<file path="config.mk">
export PLATFORM = sky130hd
export DESIGN_NAME = qbert_jump_sequencer
export DESIGN_NICKNAME = d
export VERILOG_FILES = /design/src/rtl/qbert_jump_sequencer.sv
export SDC_FILE = /design/constraint.sdc
export NUM_CORES = 1
export LEC_CHECK = 0
export BUFFER_PORTS_ARGS = -buffer_cell sky130_fd_sc_hd__buf_4
export CORE_ASPECT_RATIO = 1.4
export CORE_MARGIN = 2
export CORE_UTILIZATION = 40
export CTS_BUF_LIST = sky130_fd_sc_hd__clkbuf_2 sky130_fd_sc_hd__clkbuf_4 sky130_fd_sc_hd__clkbuf_8
export DETAILED_ROUTE_END_ITERATION = 10
export PLACE_DENSITY_LB_ADDON = 0.05
export SYNTH_ARGS = -nofsm -noshare
export SYNTH_HDL_FRONTEND = slang
export SYNTH_SLANG_ARGS = --single-unit
</file>
<file path="constraint.sdc">
create_clock -name iCLK -period 8.8 [get_ports iCLK]
set_clock_uncertainty 0.2 [all_clocks]
set_input_delay 1.76 -clock iCLK [delete_from_list [all_inputs] [get_ports iCLK]]
set_output_delay 1.76 -clock iCLK [all_outputs]
set_load 0.02 [all_outputs]
</file>
<file path="src/rtl/qbert_jump_sequencer.sv">
// Qbert sprite jump sequencer: latches a start/target cube on iStart and steps the sprite
// once per LCD frame along a linear path with a parabolic lift. Define QBERT_JUMP_QUEUE_EN to hold one pending request.
module qbert_jump_sequencer #(
    parameter int X_W   = 11,
    parameter int Y_W   = 10,
    parameter int STEPS = 16,
    parameter int LIFT  = 32
) (
    input  logic           iCLK,
    input  logic           iRST_n,
    input  logic           iNewFrame,
    input  logic           iStart,
    input  logic [X_W-1:0] iX0,
    input  logic [Y_W-1:0] iY0,
    input  logic [X_W-1:0] iX1,
    input  logic [Y_W-1:0] iY1,
    output logic [X_W-1:0] oX,
    output logic [Y_W-1:0] oY,
    output logic [6:0]     oStep,
    output logic           oBusy,
    output logic           oDone
);

    localparam int LOG2 = $clog2(STEPS);
    localparam int PXW  = X_W + 9;
    localparam int PYW  = Y_W + 9;
    localparam int KKW  = 13;
    localparam logic signed [31:0] X_MAX = 32'((1 << X_W) - 1);
    localparam logic signed [31:0] Y_MAX = 32'((1 << Y_W) - 1);
    localparam logic [6:0]         K_LAST = 7'(STEPS);

    typedef enum logic [1:0] {
        S_IDLE  = 2'd0,
        S_ARMED = 2'd1,
        S_MOVE  = 2'd2,
        S_LAND  = 2'd3
    } state_t;

    state_t                state_q;
    logic [X_W-1:0]        x0_q;
    logic [X_W-1:0]        x1_q;
    logic [Y_W-1:0]        y0_q;
    logic [Y_W-1:0]        y1_q;
    logic [X_W-1:0]        x_q;
    logic [Y_W-1:0]        y_q;
    logic [6:0]            k_q;
    logic [6:0]            k_next;
    logic signed [PXW-1:0] prod_x_q;
    logic signed [PXW-1:0] prod_x_d;
    logic signed [PYW-1:0] prod_y_q;
    logic signed [PYW-1:0] prod_y_d;
    logic [KKW-1:0]        kk_q;
    logic [KKW-1:0]        kk_d;
    logic                  upd_q;
    logic                  busy_q;
    logic                  done_q;

    logic signed [X_W:0]   dx_w;
    logic signed [Y_W:0]   dy_w;
    logic signed [31:0]    x_sum;
    logic signed [31:0]    y_sum;
    logic [31:0]           lift_u;
    logic [X_W-1:0]        x_clamp;
    logic [Y_W-1:0]        y_clamp;

`ifdef QBERT_JUMP_QUEUE_EN
    logic                  q_vld_q;
    logic [X_W-1:0]        q_x0_q;
    logic [X_W-1:0]        q_x1_q;
    logic [Y_W-1:0]        q_y0_q;
    logic [Y_W-1:0]        q_y1_q;
`endif

    // iStart is a one-cycle request with no ready: it is taken in IDLE, otherwise it is
    // dropped (or parked in the one-entry queue when that is built in).

    // Stage 1 (on the frame pulse): next step index and the signed products for it.
    assign k_next   = (state_q == S_ARMED) ? 7'd1 : k_q + 7'd1;
    assign dx_w     = $signed({1'b0, x1_q}) - $signed({1'b0, x0_q});
    assign dy_w     = $signed({1'b0, y1_q}) - $signed({1'b0, y0_q});
    assign prod_x_d = PXW'(dx_w) * PXW'($signed({1'b0, k_next}));
    assign prod_y_d = PYW'(dy_w) * PYW'($signed({1'b0, k_next}));
    assign kk_d     = KKW'(k_next) * (KKW'(STEPS) - KKW'(k_next));

    // Stage 2: arithmetic shifts floor toward -inf, so negative moves round down.
    assign lift_u = (32'(LIFT) * 32'd4 * 32'(kk_q)) >> (2 * LOG2);
    assign x_sum  = 32'($signed({1'b0, x0_q})) + 32'(prod_x_q >>> LOG2);
    assign y_sum  = 32'($signed({1'b0, y0_q})) + 32'(prod_y_q >>> LOG2) - $signed(lift_u);

    always_comb begin
        x_clamp = x_sum[X_W-1:0];
        y_clamp = y_sum[Y_W-1:0];
        if (x_sum < 0) begin
            x_clamp = '0;
        end else if (x_sum > X_MAX) begin
            x_clamp = '1;
        end
        if (y_sum < 0) begin
            y_clamp = '0;
        end else if (y_sum > Y_MAX) begin
            y_clamp = '1;
        end
    end

    always_ff @(posedge iCLK or negedge iRST_n) begin
        if (!iRST_n) begin
            state_q  <= S_IDLE;
            x0_q     <= '0;
            x1_q     <= '0;
            y0_q     <= '0;
            y1_q     <= '0;
            x_q      <= '0;
            y_q      <= '0;
            k_q      <= '0;
            prod_x_q <= '0;
            prod_y_q <= '0;
            kk_q     <= '0;
            upd_q    <= 1'b0;
            busy_q   <= 1'b0;
            done_q   <= 1'b0;
`ifdef QBERT_JUMP_QUEUE_EN
            q_vld_q  <= 1'b0;
            q_x0_q   <= '0;
            q_x1_q   <= '0;
            q_y0_q   <= '0;
            q_y1_q   <= '0;
`endif
        end else begin
            done_q <= 1'b0;
            upd_q  <= 1'b0;
            case (state_q)
                S_IDLE: begin
                    x_q <= iX0;
                    y_q <= iY0;
                    if (iStart) begin
                        x0_q    <= iX0;
                        y0_q    <= iY0;
                        x1_q    <= iX1;
                        y1_q    <= iY1;
                        k_q     <= '0;
                        busy_q  <= 1'b1;
                        state_q <= S_ARMED;
                    end
                end
                S_ARMED, S_MOVE: begin
                    if (upd_q) begin
                        x_q <= x_clamp;
                        y_q <= y_clamp;
                    end
                    if (iNewFrame) begin
                        k_q      <= k_next;
                        prod_x_q <= prod_x_d;
                        prod_y_q <= prod_y_d;
                        kk_q     <= kk_d;
                        upd_q    <= 1'b1;
                        state_q  <= (k_next == K_LAST) ? S_LAND : S_MOVE;
                    end
                end
                S_LAND: begin
                    // The landing point is forced to the latched target, not recomputed.
                    x_q    <= x1_q;
                    y_q    <= y1_q;
                    done_q <= 1'b1;
`ifdef QBERT_JUMP_QUEUE_EN
                    if (iStart) begin
                        x0_q    <= iX0;
                        y0_q    <= iY0;
                        x1_q    <= iX1;
                        y1_q    <= iY1;
                        k_q     <= '0;
                        q_vld_q <= 1'b0;
                        state_q <= S_ARMED;
                    end else if (q_vld_q) begin
                        x0_q    <= q_x0_q;
                        y0_q    <= q_y0_q;
                        x1_q    <= q_x1_q;
                        y1_q    <= q_y1_q;
                        k_q     <= '0;
                        q_vld_q <= 1'b0;
                        state_q <= S_ARMED;
                    end else begin
                        busy_q  <= 1'b0;
                        state_q <= S_IDLE;
                    end
`else
                    busy_q  <= 1'b0;
                    state_q <= S_IDLE;
`endif
                end
                default: begin
                    state_q <= S_IDLE;
                end
            endcase
`ifdef QBERT_JUMP_QUEUE_EN
            if (iStart && (state_q == S_ARMED || state_q == S_MOVE)) begin
                q_vld_q <= 1'b1;
                q_x0_q  <= iX0;
                q_y0_q  <= iY0;
                q_x1_q  <= iX1;
                q_y1_q  <= iY1;
            end
`endif
        end
    end

    assign oX    = x_q;
    assign oY    = y_q;
    assign oStep = k_q;
    assign oBusy = busy_q;
    assign oDone = done_q;

endmodule
</file>
# After elaboration in Yosys (flattened, before gate mapping)
# Cells that the tools add are included.
[totals]
inputBits = 46
out_inout_bits = 30
register_bits = 127
word_cells = 65
[classes]
reduce_logical = 9
n_lt_le_gt_ge = 4
multipliers = 3
muxes = 21
add_sub_neg = 7
n_eq_ne = 7
[op_table]
columns = ["cell", "n"]
rows = [
  ["17-bit by 1-bit < comparator with 1-bit output, second input constant", 2],
  ["11-bit two-way mux", 3],
  ["11-bit case mux with 3 select lines", 1],
  ["10-bit two-way mux", 3],
  ["10-bit case mux with 3 select lines", 1],
  ["7-bit two-way mux", 3],
  ["12-bit by 8-bit multiplier with 20-bit output", 1],
  ["11-bit by 8-bit multiplier with 19-bit output", 1],
  ["12-bit by 16-bit adder with 17-bit output", 1],
  ["17-bit by 11-bit > comparator with 1-bit output, second input constant", 1],
  ["17-bit by 12-bit > comparator with 1-bit output, second input constant", 1],
  ["16-bit by 13-bit subtractor with 17-bit output", 1],
  ["11-bit by 15-bit adder with 16-bit output", 1],
  ["7-bit case mux with 2 select lines", 1],
  ["8-bit by 8-bit multiplier with 13-bit output", 1],
  ["11-bit by 11-bit subtractor with 12-bit output", 1],
  ["10-bit by 10-bit subtractor with 11-bit output", 1],
  ["2-bit AND reduction", 4],
  ["5-bit by 7-bit subtractor with 8-bit output, first input constant", 1],
  ["7-bit by 1-bit adder with 7-bit output, second input constant", 1],
  ["7-bit by 5-bit == test with 1-bit output, second input constant", 1],
  ["2-bit inequality test, second input constant", 3],
  ["2-bit case mux with 3 select lines", 1],
  ["1-bit two-way mux", 5],
  ["8 further kinds", 11],
]

# Longest topological paths before layout
[logic_depth]
ltp_word = 7
ltp_mapped = 27
ltp_nobuf = 27

# Least setup slack after synthesis
# OpenSTA, ideal clock, no wires.
[synth_timing]
path_kind = "register -> register"
from = "reg x1_q[0]"
to = "reg prod_x_q[17]"
required_ns = 8.531
synth_period_minus_slack_ns = 6.450
arrival_ns = 6.181
slack_ns = 2.350
stages_incl_launch_ff = 26
path_buffers = 0
path_cell_list = "dfrtp_1 inv_1 ha_1 inv_1 fa_1 a21o_1 a21oi_1 o21bai_1 a21oi_1 o21ai_0 a2111oi_0 nor3_1 or2_2 fa_1 inv_1 fa_1 fa_1 inv_1 fa_1 inv_1 ha_1 nand2_1 a211oi_1 o311ai_1 a2111o_1 nand3_1"
[synth_between]
elab_chain_cells = 2
[synth_rtl]
columns = ["element", "line_no", "source"]
rows = [
  ["from (decl)", "41", "logic [X_W-1:0] x1_q;"],
  ["from (signal assigned)", "138", "x1_q <= iX1;"],
  ["11-bit by 11-bit subtractor with 12-bit output", "79", "assign dx_w = $signed({1'b0, x1_q}) - $signed({1'b0, x0_q});"],
  ["12-bit by 8-bit multiplier with 20-bit output", "81", "assign prod_x_d = PXW'(dx_w) * PXW'($signed({1'b0, k_next}));"],
  ["to (signal assigned)", "152", "prod_x_q <= prod_x_d;"],
  ["to (decl)", "48", "logic signed [PXW-1:0] prod_x_q;"],
]
# No other way between the ends.
# A chain may end at the register's enable or synchronous reset.

# Worst setup path after layout
# Same ends and word-level chain as after synthesis.

==> impl_results.md <==
- Startpoint Class: register
- Outcome: completed
- Syn Nets: 2,140
- Crit path largest cell delay: 0.70 ns
- Synth Cell Area: 15,300 um^2
- EDFF count, synth: 0
- Prevailing post-synth register cell: dfrtp_1
- Fin. Hold Viols: 0
- PnR worst setup slack: 1.60 ns
- Crit path depth: 25
- WL final: 40,000 um
- GPL Wtd Cong: 0.834
- DRT iter0 DRCs: 692
- Fin nets: 2,199
- Worst path slowest cell: nor3_1
- Vias: 12,100
- Die ar.: 39,800 um^2
- DRT antenna net count: 0
- H-Tree Depth: 4
- Most common cell after layout, fill and taps aside: inv_1
- Count of cell types in the netlist: 65
- Filler Cell Count: 3,827
- Crit path buffers/inverters: 4
- Unrepaired setup endpoints after global routing: false
- Asr flop ratio synth: 100%
- Worst Setup SP: x1_q[0]$_DFFE_PN0P_
- Dpl ws: 1.60 ns
- Seq cells post-synth: 118
- Core ar.: 37,600 um^2
- Critical path endpoint: prod_x_q[17]$_DFFE_PN0P_
- R2r setup slk: 1.60 ns
- Tcrit/Tclk final: 81.8%
- Setup repair bufs after CTS: 0
- Fraction of layout cells with a size suffix above 1: 11.1%
- TNS Setup: 0 ns
- Max FO, Critical Path: 7
- Gr ovfl total: 0
- Final Cell Area: 16,800 um^2
- Min-Delay Path Class: reg -> reg
- Reg clk slew, reported paths: 0.07 ns
- CTS Sinks: 118
- Initial Util: 40.7%
- Final Setup Violations: 0
- Die Ht: 235 um
- Pin count of the biggest net entering global routing: 61
- CTS Buffer Depth: 2
- Fmax: 139 MHz
- Port bufs: 75
- Drt pass-1 iters: 6
- Synth Instances: 1,758
- Register area share after synthesis: 19.3%
- Clock buffer count from CTS: 17
- CP most frequent cell: fa_1
- Worst slew margin: 28.2%
- R2r endpoint: prod_x_q[17]$_DFFE_PN0P_
- WHS: 0.285 ns
- Total GRT Usage: 20.9%
- Reg2reg path depth: 25
- Worst-Margin Slew: 1.08 ns
- Placed instance area: 16,400 um^2
- CTS tree: built
- I/O Pins: 76
- Vias in the first global route: 12,300
- DR DRC count: 0
- Reg2reg start: x1_q[0]$_DFFE_PN0P_
- Cts hold-fix bufs: 0
- Dominant delay contributor by cell family on the critical path: adder cells
- Rows: 84
- Post-CTS sizing: 0
- Initial antenna violation count: 2
- Crit. End Element: register
- Most frequent cells in the layout: inv_1, nor2_1, fa_1
- Syn avg cell area: 8.70 um^2
- Max-slew violation count: 0
- Area growth, synth to finish: 9.79%
- Minimum clock period: 7.20 ns
- First-pass GRT wire length: 65,700 um
- Yosys warnings: 0
- Final HPWL DP: 31,700 um
- Arrival @ worst endpoint: 7.41 ns
- Max-Cap Viols: 0
- Die W: 169 um
- Critical path class: reg -> reg
- Via density: 5.25
- CTS Root Cell: clkbuf_8
- Clk Latency, worst-skew pair: 0.48 ns
- CP required: 9.01 ns
- Drt wl/cell: 17.4 um
==> per-layer routing <==
layer | vias to the layer above | GRT usage, % | part of all wire, %
met4 | 0 | 4.92 | 1.3
met1 | 6004 | 28.7 | 47
met2 | 215 | 35.3 | 49
li1 | 5838 | - | -
met5 | - | 0 | 0
met3 | 31 | 2.34 | 3.6
==> cells by family (layout without fill, tap and decap cells) <==
logic type	Yosys count	count (layout)	synth area share, %
adder cells (fa/ha/maj)	336	336	35.9
AND/OR/NAND/NOR	477	477	14.9
XOR/XNOR	73	73	4.18
AO/OA/AOI/OAI	324	324	13.0
multiplexers	44	44	3.22
buffers and inverters	386	458	9.54
flip-flops	118	118	19.3
other	0	1	0
==> worst min-delay path by stage <==
stage	to	cells past startpoint	startpoint	slack, ns
after detailed placement	kk_q[11]$_DFFE_PN0P_	2	kk_q[11]$_DFFE_PN0P_	0.28
after global placement	prod_y_q[13]$_DFFE_PN0P_	2	prod_y_q[13]$_DFFE_PN0P_	0.26
after global routing	kk_q[8]$_DFFE_PN0P_	2	kk_q[8]$_DFFE_PN0P_	0.32
after CTS	prod_y_q[4]$_DFFE_PN0P_	2	prod_y_q[4]$_DFFE_PN0P_	0.29
final	prod_y_q[14]$_DFFE_PN0P_	2	prod_y_q[14]$_DFFE_PN0P_	0.29
after floorplan	prod_x_q[13]$_DFFE_PN0P_	2	prod_x_q[13]$_DFFE_PN0P_	0.25
==> synthesized netlist by cell type, drive strengths merged, types with 3 or more instances <==
library cell  count  area share, %
a211oi            7           0.34
a21boi            5           0.25
a21o             16           0.79
a21oi            87            2.8
a22oi            14           0.69
a311oi            3           0.17
a31o              7           0.40
a31oi            16           0.65
and2              5           0.20
and3             11           0.45
buf              12           0.34
clkbuf           39           0.96
clkinv            3          0.074
dfrtp           118             19
fa              171             22
ha              165             13
inv             332            8.2
mux2             42            3.1
nand2           111            2.7
nand2b           30            1.2
nand3            16           0.52
nand3b           22            1.1
nand4             5           0.20
nor2            182            4.5
nor2b            13           0.53
nor3             27           0.88
nor3b             4           0.23
nor4              4           0.16
nor4b             4           0.33
o2111ai           3           0.17
o211ai            8           0.39
o21a             12           0.59
o21ai           108            3.5
o21bai            8           0.39
o221ai            8           0.46
o31ai             5           0.31
or2              23           0.94
or3              13           0.53
or4               4           0.20
xnor2            43            2.5
xor2             30            1.7
==> registers in the layout, indices dropped and copies added (netlist names) <==
name      count
y0_q         10
x1_q         11
x0_q         11
oX           11
upd_q         1
oDone         1
kk_q         12
oY           10
prod_x_q     16
oStep         7
oBusy         1
y1_q         10
state_q       2
prod_y_q     15
==> through the flow <==
stage                     cells  util, %
after detailed placement   2271     43.5
after CTS                  2303     44.6
after floorplan            1758        -
final                      2304     44.6
after global placement     2271     43.5
after global routing       2304     44.6
==> worst reg2reg max path, cell delays in order, from the launching register on <==
cell and delay, ns:
dfrtp_1 0.39, inv_1 0.07, ha_1 0.15, inv_1 0.05
fa_1 0.39, a21o_1 0.20, a21oi_1 0.21, o21bai_1 0.09
a21oi_1 0.21, o21ai_0 0.20, and4_1 0.25, nor3_1 0.70
nor2_1 0.14, fa_1 0.53, inv_1 0.05, fa_1 0.47
fa_1 0.52, fa_1 0.54, inv_1 0.04, ha_1 0.35
and2_1 0.19, nand2_1 0.06, a211oi_1 0.39, o311ai_1 0.26
a2111o_1 0.45, nand3_1 0.06
==> layout make-up <==
cell class	count	area (um^2)	share of cell area [%]
Clock buffer	20	263	1.56
Timing Repair Buffer	91	683	4.07
Clock inverter	12	151	0.901
Antenna cell	1	2.50	0.0149
Tap cell	473	592	3.52
Sequential cell	118	2950	17.6
Inverter	335	1260	7.50
Multi-Input combinational cell	1254	10900	64.8
Power is left out: the tool's default activity adds up to more than one toggle a clock period on the data nets, which glitch-free logic cannot reach.
